<file path="config.mk">
export PLATFORM = sky130hd
export DESIGN_NAME = coproc_sequencer_flat
export DESIGN_NICKNAME = d
export VERILOG_FILES = /design/src/rtl/coproc_sequencer_pkg.sv /design/src/rtl/coproc_sequencer_if.sv /design/src/rtl/coproc_sequencer.sv /design/src/flat_wrapper.sv
export SDC_FILE = /design/constraint.sdc
export NUM_CORES = 1
export LEC_CHECK = 0
export BUFFER_PORTS_ARGS = -buffer_cell sky130_fd_sc_hd__buf_2
export CAP_MARGIN = 20
export CORE_AREA = 2 2 483 485
export CTS_CLUSTER_DIAMETER = 60
export CTS_CLUSTER_SIZE = 40
export DETAILED_ROUTE_END_ITERATION = 10
export DIE_AREA = 0 0 485 487
export PLACE_DENSITY = 0.35
export SYNTH_ARGS = -nofsm -noshare
export SYNTH_HDL_FRONTEND = slang
export SYNTH_SLANG_ARGS = --single-unit
export TNS_END_PERCENT = 50
</file>
<file path="constraint.sdc">
create_clock -name clk -period 1.8 [get_ports clk]
set_input_delay 0.18 -clock clk [delete_from_list [all_inputs] [get_ports clk]]
set_output_delay 0.18 -clock clk [all_outputs]
set_load 0.05 [all_outputs]
</file>
<file path="src/rtl/coproc_sequencer_pkg.sv">
// coproc_pkg: opcodes, FSM state encoding and widths shared by the coprocessor sequencer and its bench
package coproc_pkg;
  localparam int MATRIX_W = 200;
  localparam int ELEM_W = 8;
  localparam int OP_W = 3;
  localparam int CNT_W = 10;
  localparam logic [OP_W-1:0] OP_ADD = 3'b000;
  localparam logic [OP_W-1:0] OP_SUB = 3'b001;
  localparam logic [OP_W-1:0] OP_TRN = 3'b010;
  localparam logic [OP_W-1:0] OP_NEG = 3'b011;
  localparam logic [OP_W-1:0] OP_SMUL = 3'b100;
  localparam logic [OP_W-1:0] OP_DET = 3'b101;
  typedef enum logic [2:0] {IDLE, EXEC, DSTART, DWAIT, RESP} state_t;
  function automatic logic is_illegal(input logic [OP_W-1:0] op);
    return op > OP_DET;
  endfunction
endpackage

</file>
<file path="src/rtl/coproc_sequencer_if.sv">
// coproc_sequencer_if: command, coprocessor and response bundle; slave = sequencer, master = host/coprocessor side
interface coproc_sequencer_if;
  import coproc_pkg::*;
  logic cmd_valid;
  logic cmd_ready;
  logic [OP_W-1:0] cmd_op;
  logic [MATRIX_W-1:0] cmd_matrix_a;
  logic [MATRIX_W-1:0] cmd_matrix_b;
  logic [ELEM_W-1:0] cmd_scalar;
  logic [OP_W-1:0] cp_op_code;
  logic [MATRIX_W-1:0] cp_matrix_a;
  logic [MATRIX_W-1:0] cp_matrix_b;
  logic [ELEM_W-1:0] cp_scalar;
  logic cp_start;
  logic [MATRIX_W-1:0] cp_result;
  logic cp_overflow;
  logic cp_det_done;
  logic rsp_valid;
  logic rsp_ready;
  logic [MATRIX_W-1:0] rsp_result;
  logic rsp_overflow;
  logic [OP_W-1:0] rsp_op;
  logic rsp_err;
  logic rsp_timeout;
  modport slave (
    input cmd_valid, cmd_op, cmd_matrix_a, cmd_matrix_b, cmd_scalar,
    input cp_result, cp_overflow, cp_det_done, rsp_ready,
    output cmd_ready, cp_op_code, cp_matrix_a, cp_matrix_b, cp_scalar, cp_start,
    output rsp_valid, rsp_result, rsp_overflow, rsp_op, rsp_err, rsp_timeout
  );
  modport master (
    output cmd_valid, cmd_op, cmd_matrix_a, cmd_matrix_b, cmd_scalar,
    output cp_result, cp_overflow, cp_det_done, rsp_ready,
    input cmd_ready, cp_op_code, cp_matrix_a, cp_matrix_b, cp_scalar, cp_start,
    input rsp_valid, rsp_result, rsp_overflow, rsp_op, rsp_err, rsp_timeout
  );
endinterface

</file>
<file path="src/rtl/coproc_sequencer.sv">
// coproc_sequencer: one-command-in-flight sequencer; ports clk, rst, bus (cmd/cp/rsp via coproc_sequencer_if.slave), busy
module coproc_sequencer
  import coproc_pkg::*;
#(
  parameter int DET_TIMEOUT = 255
) (
  input logic clk,
  input logic rst,
  coproc_sequencer_if.slave bus,
  output logic busy
);
  state_t state, state_n;
  logic [CNT_W-1:0] cnt;
  logic accept;
  logic expired;
  assign accept = bus.cmd_valid && bus.cmd_ready;
  assign expired = cnt == CNT_W'(DET_TIMEOUT);
  assign bus.cmd_ready = (state == IDLE) && !rst;
  assign bus.cp_start = state == DSTART;
  assign bus.rsp_valid = state == RESP;
  assign busy = state != IDLE;
  always_comb begin
    state_n = state;
    case (state)
      IDLE: state_n = !accept ? IDLE : is_illegal(bus.cmd_op) ? RESP : bus.cmd_op == OP_DET ? DSTART : EXEC;
      EXEC: state_n = RESP;
      DSTART: state_n = DWAIT;
      DWAIT: state_n = (bus.cp_det_done || expired) ? RESP : DWAIT;
      RESP: state_n = bus.rsp_ready ? IDLE : RESP;
      default: state_n = IDLE;
    endcase
  end
  always_ff @(posedge clk) begin
    if (rst) begin
      state <= IDLE;
      cnt <= '0;
      bus.cp_op_code <= '0;
      bus.cp_matrix_a <= '0;
      bus.cp_matrix_b <= '0;
      bus.cp_scalar <= '0;
      bus.rsp_result <= '0;
      bus.rsp_overflow <= 1'b0;
      bus.rsp_op <= '0;
      bus.rsp_err <= 1'b0;
      bus.rsp_timeout <= 1'b0;
    end else begin
      state <= state_n;
      if (state == IDLE && accept) begin
        bus.cp_op_code <= bus.cmd_op;
        bus.cp_matrix_a <= bus.cmd_matrix_a;
        bus.cp_matrix_b <= bus.cmd_matrix_b;
        bus.cp_scalar <= bus.cmd_scalar;
        bus.rsp_op <= bus.cmd_op;
        bus.rsp_result <= '0;
        bus.rsp_overflow <= 1'b0;
        bus.rsp_err <= is_illegal(bus.cmd_op);
        bus.rsp_timeout <= 1'b0;
        cnt <= '0;
      end
      if (state == EXEC) begin
        bus.rsp_result <= bus.cp_result;
        bus.rsp_overflow <= bus.cp_overflow;
      end
      // cnt holds the number of the current DWAIT cycle, so it starts at 1
      if (state == DSTART) cnt <= CNT_W'(1);
      // a done arriving in the expiry cycle takes priority over the timeout
      if (state == DWAIT) begin
        if (bus.cp_det_done) bus.rsp_result <= bus.cp_result;
        else if (expired) bus.rsp_timeout <= 1'b1;
        else cnt <= cnt + CNT_W'(1);
      end
    end
  end
endmodule

</file>
<file path="src/flat_wrapper.sv">
// flat-port wrapper written by rule: the top's interface ports become plain ports
module coproc_sequencer_flat import coproc_pkg::*;
#(
  parameter int DET_TIMEOUT = 255
)
  (clk, rst, busy, bus_cmd_valid, bus_cmd_op, bus_cmd_matrix_a, bus_cmd_matrix_b, bus_cmd_scalar, bus_cp_result, bus_cp_overflow, bus_cp_det_done, bus_rsp_ready, bus_cmd_ready, bus_cp_op_code, bus_cp_matrix_a, bus_cp_matrix_b, bus_cp_scalar, bus_cp_start, bus_rsp_valid, bus_rsp_result, bus_rsp_overflow, bus_rsp_op, bus_rsp_err, bus_rsp_timeout);
  coproc_sequencer_if bus_i ();
  input logic clk;
  input logic rst;
  output logic busy;
  input wire logic [$bits(bus_i.cmd_valid)-1:0] bus_cmd_valid;
  input wire logic [$bits(bus_i.cmd_op)-1:0] bus_cmd_op;
  input wire logic [$bits(bus_i.cmd_matrix_a)-1:0] bus_cmd_matrix_a;
  input wire logic [$bits(bus_i.cmd_matrix_b)-1:0] bus_cmd_matrix_b;
  input wire logic [$bits(bus_i.cmd_scalar)-1:0] bus_cmd_scalar;
  input wire logic [$bits(bus_i.cp_result)-1:0] bus_cp_result;
  input wire logic [$bits(bus_i.cp_overflow)-1:0] bus_cp_overflow;
  input wire logic [$bits(bus_i.cp_det_done)-1:0] bus_cp_det_done;
  input wire logic [$bits(bus_i.rsp_ready)-1:0] bus_rsp_ready;
  output wire logic [$bits(bus_i.cmd_ready)-1:0] bus_cmd_ready;
  output wire logic [$bits(bus_i.cp_op_code)-1:0] bus_cp_op_code;
  output wire logic [$bits(bus_i.cp_matrix_a)-1:0] bus_cp_matrix_a;
  output wire logic [$bits(bus_i.cp_matrix_b)-1:0] bus_cp_matrix_b;
  output wire logic [$bits(bus_i.cp_scalar)-1:0] bus_cp_scalar;
  output wire logic [$bits(bus_i.cp_start)-1:0] bus_cp_start;
  output wire logic [$bits(bus_i.rsp_valid)-1:0] bus_rsp_valid;
  output wire logic [$bits(bus_i.rsp_result)-1:0] bus_rsp_result;
  output wire logic [$bits(bus_i.rsp_overflow)-1:0] bus_rsp_overflow;
  output wire logic [$bits(bus_i.rsp_op)-1:0] bus_rsp_op;
  output wire logic [$bits(bus_i.rsp_err)-1:0] bus_rsp_err;
  output wire logic [$bits(bus_i.rsp_timeout)-1:0] bus_rsp_timeout;
  assign bus_i.cmd_valid = bus_cmd_valid;
  assign bus_i.cmd_op = bus_cmd_op;
  assign bus_i.cmd_matrix_a = bus_cmd_matrix_a;
  assign bus_i.cmd_matrix_b = bus_cmd_matrix_b;
  assign bus_i.cmd_scalar = bus_cmd_scalar;
  assign bus_i.cp_result = bus_cp_result;
  assign bus_i.cp_overflow = bus_cp_overflow;
  assign bus_i.cp_det_done = bus_cp_det_done;
  assign bus_i.rsp_ready = bus_rsp_ready;
  assign bus_cmd_ready = bus_i.cmd_ready;
  assign bus_cp_op_code = bus_i.cp_op_code;
  assign bus_cp_matrix_a = bus_i.cp_matrix_a;
  assign bus_cp_matrix_b = bus_i.cp_matrix_b;
  assign bus_cp_scalar = bus_i.cp_scalar;
  assign bus_cp_start = bus_i.cp_start;
  assign bus_rsp_valid = bus_i.rsp_valid;
  assign bus_rsp_result = bus_i.rsp_result;
  assign bus_rsp_overflow = bus_i.rsp_overflow;
  assign bus_rsp_op = bus_i.rsp_op;
  assign bus_rsp_err = bus_i.rsp_err;
  assign bus_rsp_timeout = bus_i.rsp_timeout;
  coproc_sequencer #(.DET_TIMEOUT(DET_TIMEOUT)) u_core (.clk(clk), .rst(rst), .bus(bus_i), .busy(busy));
endmodule
</file>
**Word-level counts from Yosys, hierarchy flattened**

Index checks and enable logic that the tools add are counted.

- Latch bits: 0
- Word-level logic and storage cells: 47
- Bits in read-only memories: 0
- Output and inout port bits: 621
- Bits of input ports: 617
- Register bits after elaboration: 627
- Memory bits (writable): 0
- Memories: 0

- Magnitude comparators: 1
- Equal/unequal tests: 6
- Shift operators: 0
- Reductions and logical operators: 8
- $add $sub $neg: 1
- Multiplexer cells: 21
- Multiply operators: 0
- Div/mod/pow operators: 0
- Bitwise logic cells: 0

Operators with widths:

| cell | count |
|---|---|
| $mux 200 | 4 |
| $mux 10 | 5 |
| $pmux 3 s5 | 1 |
| $mux 3 | 4 |
| $add 10x1->10 const B | 1 |
| $eq 10x8->1 const B | 1 |
| $eq 3x2->1 const B | 2 |
| $eq 3x3->1 const B | 2 |
| $mux 1 | 6 |
| $eq 3x1->1 const B | 1 |
| $gt 3x3->1 const B | 1 |
| $logic_and 1x1->1 | 3 |
| $logic_not 3->1 | 1 |
| $reduce_bool 3->1 | 1 |
| $mux 2 | 1 |
| $reduce_bool 2->1 | 1 |
| $logic_not 1->1 | 1 |
| $logic_or 1x1->1 | 1 |

**Logic depth before layout (Yosys ltp)**

- Depth in word-level cells: 9
- Depth in mapped cells: 8
- Mapped depth without buffers: 5

**Worst setup path after synthesis**

No wires, ideal clock.

- Path type: register to output
- Start point: reg u_core.state[1]
- End point: out bus_cmd_ready
- Cell stages (with the launch flop): 4
- Slack: 7 ps
- Required time: 1620 ps
- Data arrival time: 1613 ps
- Path buffers: 1
- Cells stage by stage: dfxtp_1 -> buf_2 -> or3_4 -> nor2_1

- Longest elaborated chain between the ends: 2

RTL lines:

| item | line | source |
|---|---|---|
| start: declaration | coproc_sequencer.sv:12 | `state_t state, state_n;` |
| start signal: assignment | coproc_sequencer.sv:47 | `state <= state_n;` |
| $logic_not 3->1 | coproc_sequencer.sv:18 | `assign bus.cmd_ready = (state == IDLE) && !rst;` |
| $logic_and 1x1->1 | coproc_sequencer.sv:18 |  |
| end: declaration | flat_wrapper.sv:20 | `output wire logic [$bits(bus_i.cmd_ready)-1:0] bus_cmd_ready;` |

No other way between the ends.

**Final worst setup path**

- Start point: reg u_core.state[1]
- End point: reg u_core.bus.cp_matrix_b[67]

- Longest elaborated chain between the ends: 4

RTL lines:

| item | line | source |
|---|---|---|
| $logic_not 3->1 (*) | coproc_sequencer.sv:18, coproc_sequencer.sv:48 |  |
| $logic_and 1x1->1 | coproc_sequencer.sv:18 |  |
| $logic_and 1x1->1 | coproc_sequencer.sv:16 | `assign accept = bus.cmd_valid && bus.cmd_ready;` |
| $logic_and 1x1->1 (*) | coproc_sequencer.sv:48 | `if (state == IDLE && accept) begin` |
| end signal: assignment | coproc_sequencer.sv:51 | `bus.cp_matrix_b <= bus.cmd_matrix_b;` |
| end: declaration | coproc_sequencer_if.sv:28 | `output cmd_ready, cp_op_code, cp_matrix_a, cp_matrix_b, cp_scalar, cp_start,` |

Every way passes the cells marked *; elsewhere a longest branch is shown, timed or not.
A chain may end at the register's enable or synchronous reset.

==> results.json <==
{
  "drive_above_1_share": 0.344,
  "tns_ns": -6.36,
  "rsz0062_at_grt": "yes",
  "worstMarginPinSlew_ns": 0.567,
  "slew_headroom": 0.622,
  "die_area_sq_um": 236000,
  "hp-class": "in2reg",
  "grtUsageTotal": 0.120,
  "core_sq_um": 231000,
  "p_sw_uw": 15600,
  "totalPowerFinal_uw": 45100,
  "drtAntennaViolNets": 0,
  "synth_cell_type_count": 41,
  "power.internal_uw": 29600,
  "cts_tree": "built",
  "synth_edf_count": 0,
  "period_needed_ns": 1.90,
  "nets": 5280,
  "combPwrFrac": 0.217,
  "syn_inst": 2776,
  "routabilityCongestion": 0.868,
  "synth_warnings": 0,
  "synth_top_area_frac": 0.532,
  "final.setup.worst_slack_ns": -0.104,
  "drc": 0,
  "arrival_ns": 2.59,
  "finClkSkew_ns": 0.0547,
  "required_ns": 2.49,
  "syn_area_sq_um": 23600,
  "dieWidth_um": 485,
  "start_util": 0.102,
  "place_inst": 6943,
  "leakage_uw": 0.0206,
  "ys.flop_type": "dfxtp_1",
  "syn_nets": 3394,
  "viasPerCell": 3.49,
  "synthTopCellsByArea": "dfxtp_1 53%, nand2_1 16%, nand3b_1 13%",
  "setup_viol": 156,
  "place_area_sq_um": 33400,
  "vias": 27200,
  "gr-total-overflow": 0,
  "grt_pass1_wl_um": 204000,
  "num_rows": 177,
  "cts_max_level": 3,
  "die_y_um": 487,
  "period_share": 1.06,
  "place_hpwl_um": 118000,
  "grt_pass1_vias": 27500,
  "fmax_mhz": 525,
  "port_buffers": 1237,
  "wl_per_cell_um": 19.9,
  "worstSkewPairLatency_ns": 0.75,
  "violations": "negative setup slack",
  "drtIter0Drc": 1208,
  "grt_max_degree": 74,
  "cts_root_buf": "clkbuf_16",
  "io_pins": 1238,
  "power_density_nw_per_um2": 1020,
  "crit_type": "reg2reg",
  "avgSynthCellArea_sq_um": 8.50,
  "numCtsBuffers": 91,
  "clockBufferDepth": 3,
  "seqPwrFrac": 0.340,
  "antenna_found_initial": 31,
  "cp-end-kind": "flop",
  "stdcell_area_sq_um": 44400,
  "finalNonFillerCells": 7801,
  "final_util": 0.192,
  "critPathLaunchType": "flop",
  "ys_seq_area_frac": 0.532,
  "syn2layout_area_growth_pct": 87.9,
  "ys_async_sr_fraction": 0,
  "drt_pre_antenna_iters": 5,
  "max_cap_viol_count": 0,
  "critPathMaxFanout": 16,
  "vdd_drop_max_v": 0.000659,
  "yosysTopAreaCell": "dfxtp_1",
  "routed_wl_um": 155000,
  "synth_most_common_cell": "nand2_1",
  "ys_ff_latch": 627,
  "clock-sinks": 627,
  "clkPwrFrac": 0.443,
  "slew_viol_final": 0,
  "ys_top_cells_by_count": "1,028 x nand2_1, 627 x dfxtp_1, 413 x nand3b_1, 207 x a21oi_1, 204 x nand3_1",
  "status": "finished with violations",
  "sw_frac_of_total": 0.345,
  "finalHoldViolations": 0,
  "clkTransAtPathRegs_ns": 0.07,
  "fillCellCount": 26100
}
final timing paths:
| path | start | end | slack [ns] | cells after the start |
|---|---|---|---|---|
| setup / recovery | u_core.state[1] | u_core.bus.cp_matrix_b[67] | -0.10 | 9 |
| hold / removal | bus_cmd_matrix_b[134] | u_core.bus.cp_matrix_b[134] | 0.15 | 4 |
| setup reg to reg | u_core.state[1] | u_core.bus.cp_matrix_b[67] | -0.10 | 9 |
| hold reg to reg | u_core.bus.rsp_result[6] | u_core.bus.rsp_result[6] | 0.46 | 2 |
power groups by stage:
stage / Sequential (uW) / Combinational [uW] / Clock, uW
after CTS: 15400 / 9470 / 20800
after floorplan: 18800 / 1920 / 0
after global placement: 15600 / 8260 / 0
final: 15400 / 9800 / 20000
after global routing: 15500 / 10400 / 21300
after detailed placement: 15700 / 8240 / 0
registers in the layout (all words and copies together), names as in the netlist:
signal and flops:
u_core.bus.cp_matrix_a 200, u_core.bus.cp_matrix_b 200, u_core.bus.rsp_result 200, u_core.cnt 10, u_core.bus.cp_scalar 8, u_core.bus.cp_op_code 3
u_core.state 3, u_core.bus.rsp_err 1, u_core.bus.rsp_overflow 1, u_core.bus.rsp_timeout 1
cell usage in the layout, fill, tap and decap left out, types with 3 or more instances in the layout:
cell type,instances
buf_2,1229
buf_16,10
clkbuf_1,3
buf_8,7
clkinvlp_4,10
nand2_1,994
nand3b_1,413
nor4b_1,3
a21oi_1,207
nor2_1,10
diode_2,17
clkinv_8,13
clkinv_4,4
a221o_1,4
inv_6,13
o21ai_0,4
dlygate4sd3_1,615
buf_12,42
buf_6,11
nand2_2,32
bufinv_16,9
dfxtp_1,625
buf_4,86
or2_2,3
clkinv_16,5
clkbuf_8,7
clkbuf_16,118
clkinv_2,7
and3_1,6
nand3_1,204
inv_8,8
repair_timing:
item                                    CTS  global route
hold buffers                            615             0
buffers inserted                          1            22
endpoints found under the setup margin    8           392
endpoints found under the hold margin   618             0
gates resized for setup                  29            68
pin swaps                                 2             6
gates cloned                              0            31
worst max-delay path: stages (launching register included):
cell and delay [ns]:
dfxtp_2 0.32, or3_4 0.41, buf_4 0.15, nor2b_4 0.21
buf_8 0.16, buf_12 0.13, clkbuf_16 0.18, clkbuf_16 0.19
nand2_1 0.07, nand2_1 0.06
cell families (layout without fill, tap and decap cells):
kind of cell,after synthesis,count (layout),synth area share
AOI/OAI and AO/OA,227,227,0.0512
adders and majority gates,1,1,0.000530
buffers and inverters,233,2198,0.0671
DFF,627,627,0.532
other,0,17,0
and+or+nand+nor,1688,1688,0.349
metal layers:
layer	vias up	track usage	share of wire
met5	-	0	0.00053
met4	16	0.0502	0.040
met3	237	0.0547	0.10
met2	1206	0.194	0.46
met1	12800	0.135	0.40
li1	13000	-	-
layout make-up:
cell class | instances | area (sq um) | share of cell area
sequential | 627 | 12600 | 0.283
multi-input combinational | 1916 | 9610 | 0.217
clock inverter | 69 | 981 | 0.0221
inverter | 1 | 3.75 | 0.0000846
timing repair buffer | 2025 | 14900 | 0.336
tap | 3043 | 3810 | 0.0858
clock buffer | 103 | 2430 | 0.0549
antenna | 17 | 42.5 | 0.000959
per-stage QoR:
| step | worst slack (ns) | hold WS (ns) |
|---|---|---|
| 2_1_floorplan | 0.00724 | 0.279 |
| 3_3_place_gp | 0.0375 | 0.364 |
| 3_5_place_dp | 0.0284 | 0.367 |
| 4_1_cts | -0.211 | 0.0447 |
| 5_1_grt | -0.206 | 0.0961 |
| 6_report | -0.104 | 0.152 |
No activity file was read; power rests on OpenSTA's default activity.
